File: src/rtl/ram_reader.sv
`default_nettype none
// +----------------------------------------------------------------------+
// | Module   : ram_reader                                                |
// | Function : Sweeps len consecutive RAM addresses from base (wrapping) |
// |            and streams each word out on a valid/ready/last interface.|
// | Revision : 1.0  initial release                                      |
// +----------------------------------------------------------------------+
module ram_reader #(
  parameter int DATASIZE = 12,
  parameter int ADDRSIZE = 7
) (
  input  logic                clk,
  input  logic                rst_n,
  input  logic                start,
  input  logic                abort,
  input  logic [ADDRSIZE-1:0] base,
  input  logic [ADDRSIZE:0]   len,
  output logic [ADDRSIZE-1:0] ram_addr,
  output logic                ram_enw,
  input  logic [DATASIZE-1:0] ram_datao,
  output logic [DATASIZE-1:0] out_data,
  output logic                out_valid,
  input  logic                out_ready,
  output logic                out_last,
  output logic                busy,
  output logic                done
);

  typedef enum logic [1:0] {
    S_IDLE = 2'd0,
    S_LOAD = 2'd1,
    S_SEND = 2'd2
  } state_t;

  // Full buffer depth; len is clamped to this so one readout never repeats a word.
  localparam logic [ADDRSIZE:0] c_depth = {1'b1, {ADDRSIZE{1'b0}}};

  state_t                r_state;
  state_t                w_state;
  logic [ADDRSIZE:0]     r_cnt;
  logic [ADDRSIZE:0]     w_cnt;
  logic [ADDRSIZE-1:0]   w_addr;
  logic [DATASIZE-1:0]   w_data;
  logic                  w_valid;
  logic                  w_last;
  logic                  w_done;
  logic                  w_capture;
  logic                  w_xfer;

  // The RAM write port belongs to the capture side; this block only reads.
  assign ram_enw = 1'b0;
  assign busy    = (r_state != S_IDLE);
  assign w_xfer  = out_valid && out_ready;

  // State register plus all registered outputs and the remaining-word counter.
  always_ff @(posedge clk or negedge rst_n) begin
    if (!rst_n) begin
      r_state   <= S_IDLE;
      r_cnt     <= '0;
      ram_addr  <= '0;
      out_data  <= '0;
      out_valid <= 1'b0;
      out_last  <= 1'b0;
      done      <= 1'b0;
    end else begin
      r_state   <= w_state;
      r_cnt     <= w_cnt;
      ram_addr  <= w_addr;
      out_data  <= w_data;
      out_valid <= w_valid;
      out_last  <= w_last;
      done      <= w_done;
    end
  end

  // Next-state and next-output logic; abort overrides everything, including a
  // handshake completing in the same cycle (that word is delivered, no done).
  always_comb begin
    w_state   = r_state;
    w_cnt     = r_cnt;
    w_addr    = ram_addr;
    w_data    = out_data;
    w_valid   = out_valid;
    w_last    = out_last;
    w_done    = 1'b0;
    w_capture = 1'b0;

    if (abort) begin
      w_state = S_IDLE;
      w_valid = 1'b0;
      w_last  = 1'b0;
    end else begin
      case (r_state)
        S_IDLE: begin
          if (start) begin
            if (len == '0) begin
              w_done = 1'b1;
            end else begin
              w_cnt   = (len > c_depth) ? c_depth : len;
              w_addr  = base;
              w_state = S_LOAD;
            end
          end
        end
        S_LOAD: begin
          w_capture = 1'b1;
          w_state   = S_SEND;
        end
        S_SEND: begin
          if (w_xfer) begin
            if (out_last) begin
              w_valid = 1'b0;
              w_last  = 1'b0;
              w_done  = 1'b1;
              w_state = S_IDLE;
            end else begin
              w_capture = 1'b1;
            end
          end
        end
        default: w_state = S_IDLE;
      endcase
    end

    // Read data is combinational, so the word at ram_addr is captured in the
    // same cycle the address is presented, then the address moves on.
    if (w_capture) begin
      w_data  = ram_datao;
      w_valid = 1'b1;
      w_last  = (r_cnt == (ADDRSIZE+1)'(1));
      w_addr  = ram_addr + ADDRSIZE'(1);
      w_cnt   = r_cnt - (ADDRSIZE+1)'(1);
    end
  end

endmodule
`default_nettype wire

File: config.mk
export PLATFORM = sky130hd
export DESIGN_NAME = ram_reader
export DESIGN_NICKNAME = d
export VERILOG_FILES = /design/src/rtl/ram_reader.sv
export SDC_FILE = /design/constraint.sdc
export NUM_CORES = 1
export LEC_CHECK = 0
export ABC_AREA = 1
export CAP_MARGIN = 20
export CORE_ASPECT_RATIO = 0.75
export CORE_MARGIN = 5
export CORE_UTILIZATION = 48
export CTS_CLUSTER_SIZE = 24
export DETAILED_ROUTE_END_ITERATION = 16
export PLACE_DENSITY_LB_ADDON = 0.2
export SLEW_MARGIN = 20
export SYNTH_ARGS = -nofsm -noshare
export SYNTH_HDL_FRONTEND = slang
export SYNTH_SLANG_ARGS = --single-unit
File: constraint.sdc
create_clock -name clk -period 2.1 [get_ports clk]
set_input_delay 0.42 -clock clk [delete_from_list [all_inputs] [get_ports clk]]
set_output_delay 0.42 -clock clk [all_outputs]
set_load 0.05 [all_outputs]
==> results by group, run 1 <==
CTS
  – Later-pin clock latency in the skew report: 0.28 ns
  – Post-CTS Setup Bufs: 0
  – CTS max path bufs: 2
  – Clock Sink Count: 32
  – Clock tree from TritonCTS: done
  – Worst-path clk slew: 0.07 ns
  – CTS resizes: 0
  – CTS root buf: clkbuf_8
  – Num CTS Buffers: 5
  – H-tree levels: 2
  – CTS Hold Bufs: 0

Detailed routing
  – DR vias: 1798
  – WL/cell: 12.3 um
  – Final wirelength: 4740 um
  – Post-route ant nets: 0
  – Drt pass-1 iters: 4
  – Drt drc: 0
  – Initial DRC Count: 83
  – Drt via density: 4.68

Critical path
  – Worst-path cell chain: clkdlybuf4s50_1
  – Slowest CP cell: clkdlybuf4s50_1
  – Startpoint class of the critical path: flip-flop
  – Worst R2R Setup Slack: 0.32 ns
  – Worst path arrival time: 1.59 ns
  – Worst Path Buf+Inv: 1
  – Req. time, crit path: approximately 1.7 ns
  – CP endpoint kind: output pin
  – Largest delay contributor family on the critical path: buffers and inverters
  – Crit Path Max Fanout: 5
  – Worst R2R Start: r_state[0]
  – Setup CP Type: reg -> out
  – CP peak stage delay: between 0.8 and 0.9 ns
  – R2R Path End: out_last
  – Cells on worst reg2reg path: 11

Place
  – Input/output buffers: 54
  – Dpl hpwl: 3550 um
  – GPL Wtd Cong: ~0.82
  – Area after DPL: 0.00258 sq mm

Timing
  – Max_slew headroom: 65.2%
  – Fmax achieved: 496 MHz
  – Final setup fails: 0
  – Final Cycle Share: 95.9%
  – Worst-margin pin slew: 0.520 ns
  – Clock skew: between 0.008 and 0.009 ns
  – Final hold violation count: 0
  – RSZ-0062 raised after global routing: false
  – Post-route minimum period: 2.01 ns
  – Total negative setup slack: 0 ns
  – Max-slew violations: 0

Hold path
  – Hold crit path type: reg -> reg
  – Hold path endpoint: out_data[1]
  – Hold Crit Depth: 2
  – Hold Path Origin: out_data[1]

Logic synthesis
  – Top cells by area, synth: dfrtp_1, nand2_1, nand2_2, nor2_1, inv_1
  – Area leader, netlist: dfrtp_1
  – Post-Syn Area: 0.00201 sq mm
  – Cell count after synthesis: 270
  – Distinct cell type count after synthesis: 29
  – Mapped Avg Cell Area: 7.44 sq um
  – Register area share after synthesis: 39.9%
  – Register bit total from synthesis: 32
  – Syn nets: 309
  – Syn. warnings: 0
  – Post-synth top area share: 39.9%

Layout
  – Multi-input gate area: 0.00102 sq mm
  – # fillers: 352
  – Final instance area: 0.00268 sq mm
  – Layout cell share with drive strength beyond 1: between 10% and 20%
  – Antenna diodes: 0
  – Commonest non-fill, non-tap cell in the layout: nand2_1
  – Most frequent cells in the layout: nand2_1, clkdlybuf4s50_1, dfrtp_1, nor2_1, inv_1
  – Reg area: roughly 800 sq um
  – Synth-to-Final Area Change: 33.3%
  – Layout Nets: 368

Floorplanning
  – Initial Util: between 40% and 50%
  – Die height: 66.0 um
  – Full die area: around 0.0056 sq mm
  – Site Rows: 20
  – Die width: 84.7 um
  – Core Region: 0.00405 sq mm
  – Io pins: 56

GRT
  – Vias in the first global route: 1722
  – First-pass GRT wire length: 7940 um
  – Initial antenna violation count: 0
  – Gr ovfl total: 0
  – Largest net degree at the start of global routing: 33
  – Total track usage: 17.8%

Pwr
  – PwrDens: 1240 mW/mm^2
  – Static leakage: 1.34 nW
  – Worst vdd ir: 0.000976 V

Job
  – MaxCap Viol Count: 0

Run status
  – Status: finished clean
registers in the layout (all words and copies together) (netlist names):
| register | flops |
|---|---|
| out_last | 1 |
| r_cnt | 8 |
| out_valid | 1 |
| out_data | 12 |
| done | 1 |
| ram_addr | 7 |
| r_state | 2 |
worst max path at each step:
| stage | from | end | slack, ns | cells after the start |
|---|---|---|---|---|
| global placement | out_ready | out_last | 0.15 | 10 |
| finish | ram_addr[2] | ram_addr[2] | 0.09 | 1 |
| detailed placement | out_ready | out_last | 0.15 | 10 |
| global route | ram_addr[2] | ram_addr[2] | 0.03 | 1 |
| CTS | ram_addr[2] | ram_addr[2] | 0.09 | 1 |
| floorplan | out_valid | ram_addr[2] | 0.51 | 10 |
metal layers:
| metal | global-route usage (%) | wire (um) | up-vias |
|---|---|---|---|
| met1 | 24.2 | 2310 | 809 |
| met5 | 0 | 0 | - |
| met4 | 2.96 | 36 | 0 |
| li1 | - | - | 937 |
| met2 | 27.8 | 2080 | 46 |
| met3 | 6.48 | 313 | 6 |
power breakdown:
part,internal [mW],leakage (nW),switching (mW)
logic,0.622,0.885,1.12
registers,0.841,0.407,0.216
clock network,0.292,0.0503,0.223
through the flow:
step	utilization (%)	cells	power, mW	setup slack, ns	hold slack [ns]
finish	66.0	384	3.31	0.0859	0.485
global placement	63.7	377	2.79	0.153	0.465
detailed placement	63.7	377	2.80	0.150	0.470
CTS	66.0	384	3.33	0.0856	0.490
global route	66.0	384	3.52	0.0336	0.518
floorplan	-	270	2.24	0.513	0.124
Yosys cell counts (all sizes together):
cell type / instances
nand3: 16
xnor2: 4
buf: 7
dfrtp: 32
nor3: 1
nor2: 26
nand2: 126
nand3b: 1
a21boi: 1
o21ai: 12
inv: 28
xor2: 5
ha: 7
or2: 1
nand4: 1
o32ai: 1
conb: 1
cells by family (layout without fill, tap and decap cells):
kind of cell / after synthesis / after routing / share of synthesized area, %
AOI/OAI and AO/OA: 14 / 14 / 3.80
xor gates and xnor gates: 9 / 9 / 3.92
adders and majority gates: 7 / 7 / 4.36
buffers and inverters: 35 / 94 / 9.28
DFF: 32 / 32 / 39.9
other: 1 / 1 / 0.187
and+or+nand+nor: 172 / 172 / 38.6
area by class of cell:
| cell class | instances | area share, % |
|---|---|---|
| Sequential cell | 32 | 29.9 |
| Tap cell | 55 | 2.57 |
| Clock buffer | 7 | 3.60 |
| Inverter | 28 | 4.30 |
| Timing Repair Buffer | 59 | 21.5 |
| Multi-Input combinational cell | 203 | 38.1 |
(Power assumes the default switching activity.)
==> run 2, diff against run 1 <==
--- a/config.mk
+++ b/config.mk
@@ -14,2 +14,3 @@
 export DETAILED_ROUTE_END_ITERATION = 16
+export MAX_ROUTING_LAYER = met4
 export PLACE_DENSITY_LB_ADDON = 0.2
==> constraint.sdc (replaced) <==
create_clock -name clk -period 2.1 [get_ports clk]
set_input_delay 0.315 -clock clk [delete_from_list [all_inputs] [get_ports clk]]
set_output_delay 0.315 -clock clk [all_outputs]
set_load 0.05 [all_outputs]
==> run 2 against run 1 <==
Clock-buffer cell count is 1 higher. Fmax up 6.7%. Clock power is 5.6% lower. First-iteration DRC count is 46% higher. Cell count increased by 0.26%. Non-clock buffer count stayed put. Utilization decreased by 0.15 points. Sequential share of layout area rose by 0.070 points. Die area unchanged. Final area is 0.23% lower. Highest routed layer unchanged. Clock skew is 0.0066 ns lower.
==> results by group, run 2 (synthesis gave the netlist of run 1 again) <==
Run status
  – Status: finished clean

Critical path
  – Worst R2R Setup Slack: 0.24 ns (-0.08 ns)
  – CP peak stage delay: 0.84 ns (about the same)
  – Startpoint class of the critical path: flip-flop
  – Worst Path Buf+Inv: 1 (unchanged)
  – CP endpoint kind: output pin
  – Setup CP Type: reg -> out
  – Cells on worst reg2reg path: 11 (unchanged)
  – Worst-path cell chain: clkdlybuf4s50_1
  – Worst R2R Start: r_state[0]
  – Crit Path Max Fanout: 5 (unchanged)
  – Worst path arrival time: 1.57 ns (-0.02 ns)
  – Slowest CP cell: clkdlybuf4s50_1
  – Largest delay contributor family on the critical path: buffers and inverters
  – Req. time, crit path: 1.78 ns (+0.10 ns)
  – R2R Path End: r_cnt[0]

CTS
  – CTS max path bufs: 2 (unchanged)
  – H-tree levels: 2 (unchanged)
  – Num CTS Buffers: 5 (unchanged)
  – Worst-path clk slew: 0.06 ns (about the same)
  – Later-pin clock latency in the skew report: 0.28 ns (about the same)
  – CTS resizes: 0 (unchanged)
  – Clock tree from TritonCTS: done
  – Clock Sink Count: 32 (unchanged)
  – Post-CTS Setup Bufs: 0 (unchanged)
  – CTS Hold Bufs: 0 (unchanged)
  – CTS root buf: clkbuf_8

Timing
  – Post-route minimum period: 1.89 ns (-0.127 ns)
  – Fmax achieved: 530 MHz (+6.7%)
  – Final hold violation count: 0 (unchanged)
  – Final setup fails: 0 (unchanged)
  – Clock skew: 0.00202 ns (-0.00659 ns)
  – Worst-margin pin slew: 0.528 ns (+0.00794 ns)
  – Total negative setup slack: 0 ns (unchanged)
  – RSZ-0062 raised after global routing: false
  – Final Cycle Share: 89.9% (-6.1 points)
  – Max_slew headroom: 64.7% (-0.53 points)
  – Max-slew violations: 0 (unchanged)

Pwr
  – P_sw: 1.55 mW (-0.34%)
  – Worst vdd ir: 0.000884 V (-9.5%)
  – Gate power share: 53.2% (+0.7 points)
  – PwrDens: 1230 mW/mm^2 (-0.69%)
  – Static leakage: 1.34 nW (-0.27%)
  – Total power: 3.28 mW (-0.92%)
  – Proportion of power drawn by the clock network: 14.8% (-0.8 points)
  – Pint: 1.73 mW (-1.4%)
  – Switching Share: 47.3% (+0.28 points)
  – Seq pwr share: 32.0% (about the same)

Layout
  – Synth-to-Final Area Change: 33.0%
  – Layout Nets: 368 (unchanged)
  – Multi-input gate area: 0.00102 sq mm (unchanged)
  – Final std cells w/o fill: 385 (+0.26%)
  – Most frequent cells in the layout: nand2_1, clkdlybuf4s50_1, dfrtp_1, nor2_1, inv_1
  – Layout cell share with drive strength beyond 1: 11.5% (-0.34 points)
  – Biggest regs: out_data: 12 flops, r_cnt: 8 flops, ram_addr: 7 flops
  – Commonest non-fill, non-tap cell in the layout: nand2_1
  – # fillers: 381 (+8.2%)
  – Most flops, register: out_data
  – Reg area: 801 sq um (unchanged)
  – Antenna diodes: 0 (unchanged)
  – Max FFs per register: 12 (unchanged)

Floorplanning
  – Core Region: 0.00405 sq mm (unchanged)
  – Die height: 66.0 um (unchanged)
  – Site Rows: 20 (unchanged)
  – Io pins: 56 (unchanged)
  – Full die area: 0.00559 sq mm (unchanged)
  – Die width: 84.7 um (unchanged)
  – Initial Util: 49.5% (unchanged)

GRT
  – Gr ovfl total: 0 (unchanged)
  – Total track usage: 18.4% (+0.61 points)
  – First-pass GRT wire length: 8010 um (+0.95%)
  – Largest net degree at the start of global routing: 33 (unchanged)
  – Initial antenna violation count: 0 (unchanged)
  – Vias in the first global route: 1763 (+2.4%)

Detailed routing
  – Initial DRC Count: 121 (+46%)
  – Drt pass-1 iters: 4 (unchanged)
  – Drt via density: 4.72 (+0.74%)
  – Final wirelength: 4580 um (-3.4%)
  – DR vias: 1816 (+1.0%)
  – Met2 WL: 1940 um (-6.6%)
  – Top routing layer used: met4
  – Wire length on met3: 360 um (+15%)
  – Drt drc: 0 (unchanged)
  – WL/cell: 11.9 um (-3.6%)
  – Post-route ant nets: 0 (unchanged)
  – M1 wire length: 2240 um (-3.1%)

Job
  – MaxCap Viol Count: 0 (unchanged)

Hold path
  – Hold crit path type: in -> async

Place
  – GPL Wtd Cong: 0.877 (+6.4%)
  – Placed cell count: 377 (unchanged)
  – Dpl hpwl: 3490 um (-1.7%)
  – Input/output buffers: 54 (unchanged)
==> run 2: metal layers <==
| metal | global-route usage (%) | up-vias |
|---|---|---|
| met2 | 26.6 | 72 |
| li1 | - | 939 |
| met3 | 4.86 | 5 |
| met5 | - | - |
| met4 | 4.15 | 0 |
| met1 | 26.0 | 800 |
==> run 2: through the flow <==
step                hold WS [ns]  worst slack, ns  area (sq um)  util [%]
floorplan                 0.0194            0.513          2010         -
global placement           0.461            0.219          2580      63.7
detailed placement         0.469            0.163          2580      63.7
CTS                        0.446            0.198          2670      65.9
global route               0.492          0.00534          2670      65.9
finish                     0.433            0.213          2670      65.9
==> run 2: cell type report <==
type	instances	share of cell area, %
sequential	32	30.0
inverter	28	4.31
clock buffer	8	3.37
multi-input combinational	203	38.2
timing repair buffer	59	21.5
tap	55	2.58
==> run 2: worst register-to-register path: cells and delay by family (launching register included) <==
family                   cells  cell delay [ns]
adder cells (fa/ha/maj)      1             0.19
buffers and inverters        3             0.25
flip-flops                   1             0.39
AND/OR/NAND/NOR              7             0.90
==> run 2: how the worst max path moves through the flow <==
stage / from / end / slack [ns] / cells after the start
6_report: ram_addr[2] / ram_addr[2] / 0.21 / 1
3_3_place_gp: out_ready / r_cnt[0] / 0.22 / 10
5_1_grt: r_state[0] / ram_addr[0] / 0.005 / 11
3_5_place_dp: out_ready / r_cnt[0] / 0.16 / 10
4_1_cts: ram_addr[3] / ram_addr[3] / 0.20 / 1
2_1_floorplan: out_valid / ram_addr[2] / 0.51 / 10
==> run 2: power groups by stage <==
stage               Sequential [mW]  Combinational [mW]  Clock [mW]
finish                         1.05                1.75       0.486
global route                   1.09                1.89       0.526
CTS                            1.05                1.76       0.503
detailed placement             1.05                1.75           0
global placement               1.05                1.74           0
floorplan                      1.60               0.639           0
==> run 3, diff against run 2 <==
CAP_MARGIN = default   (was 20)
==> results of run 3 <==
No change in the layout: final DEF, timing and power equal those of run 2.
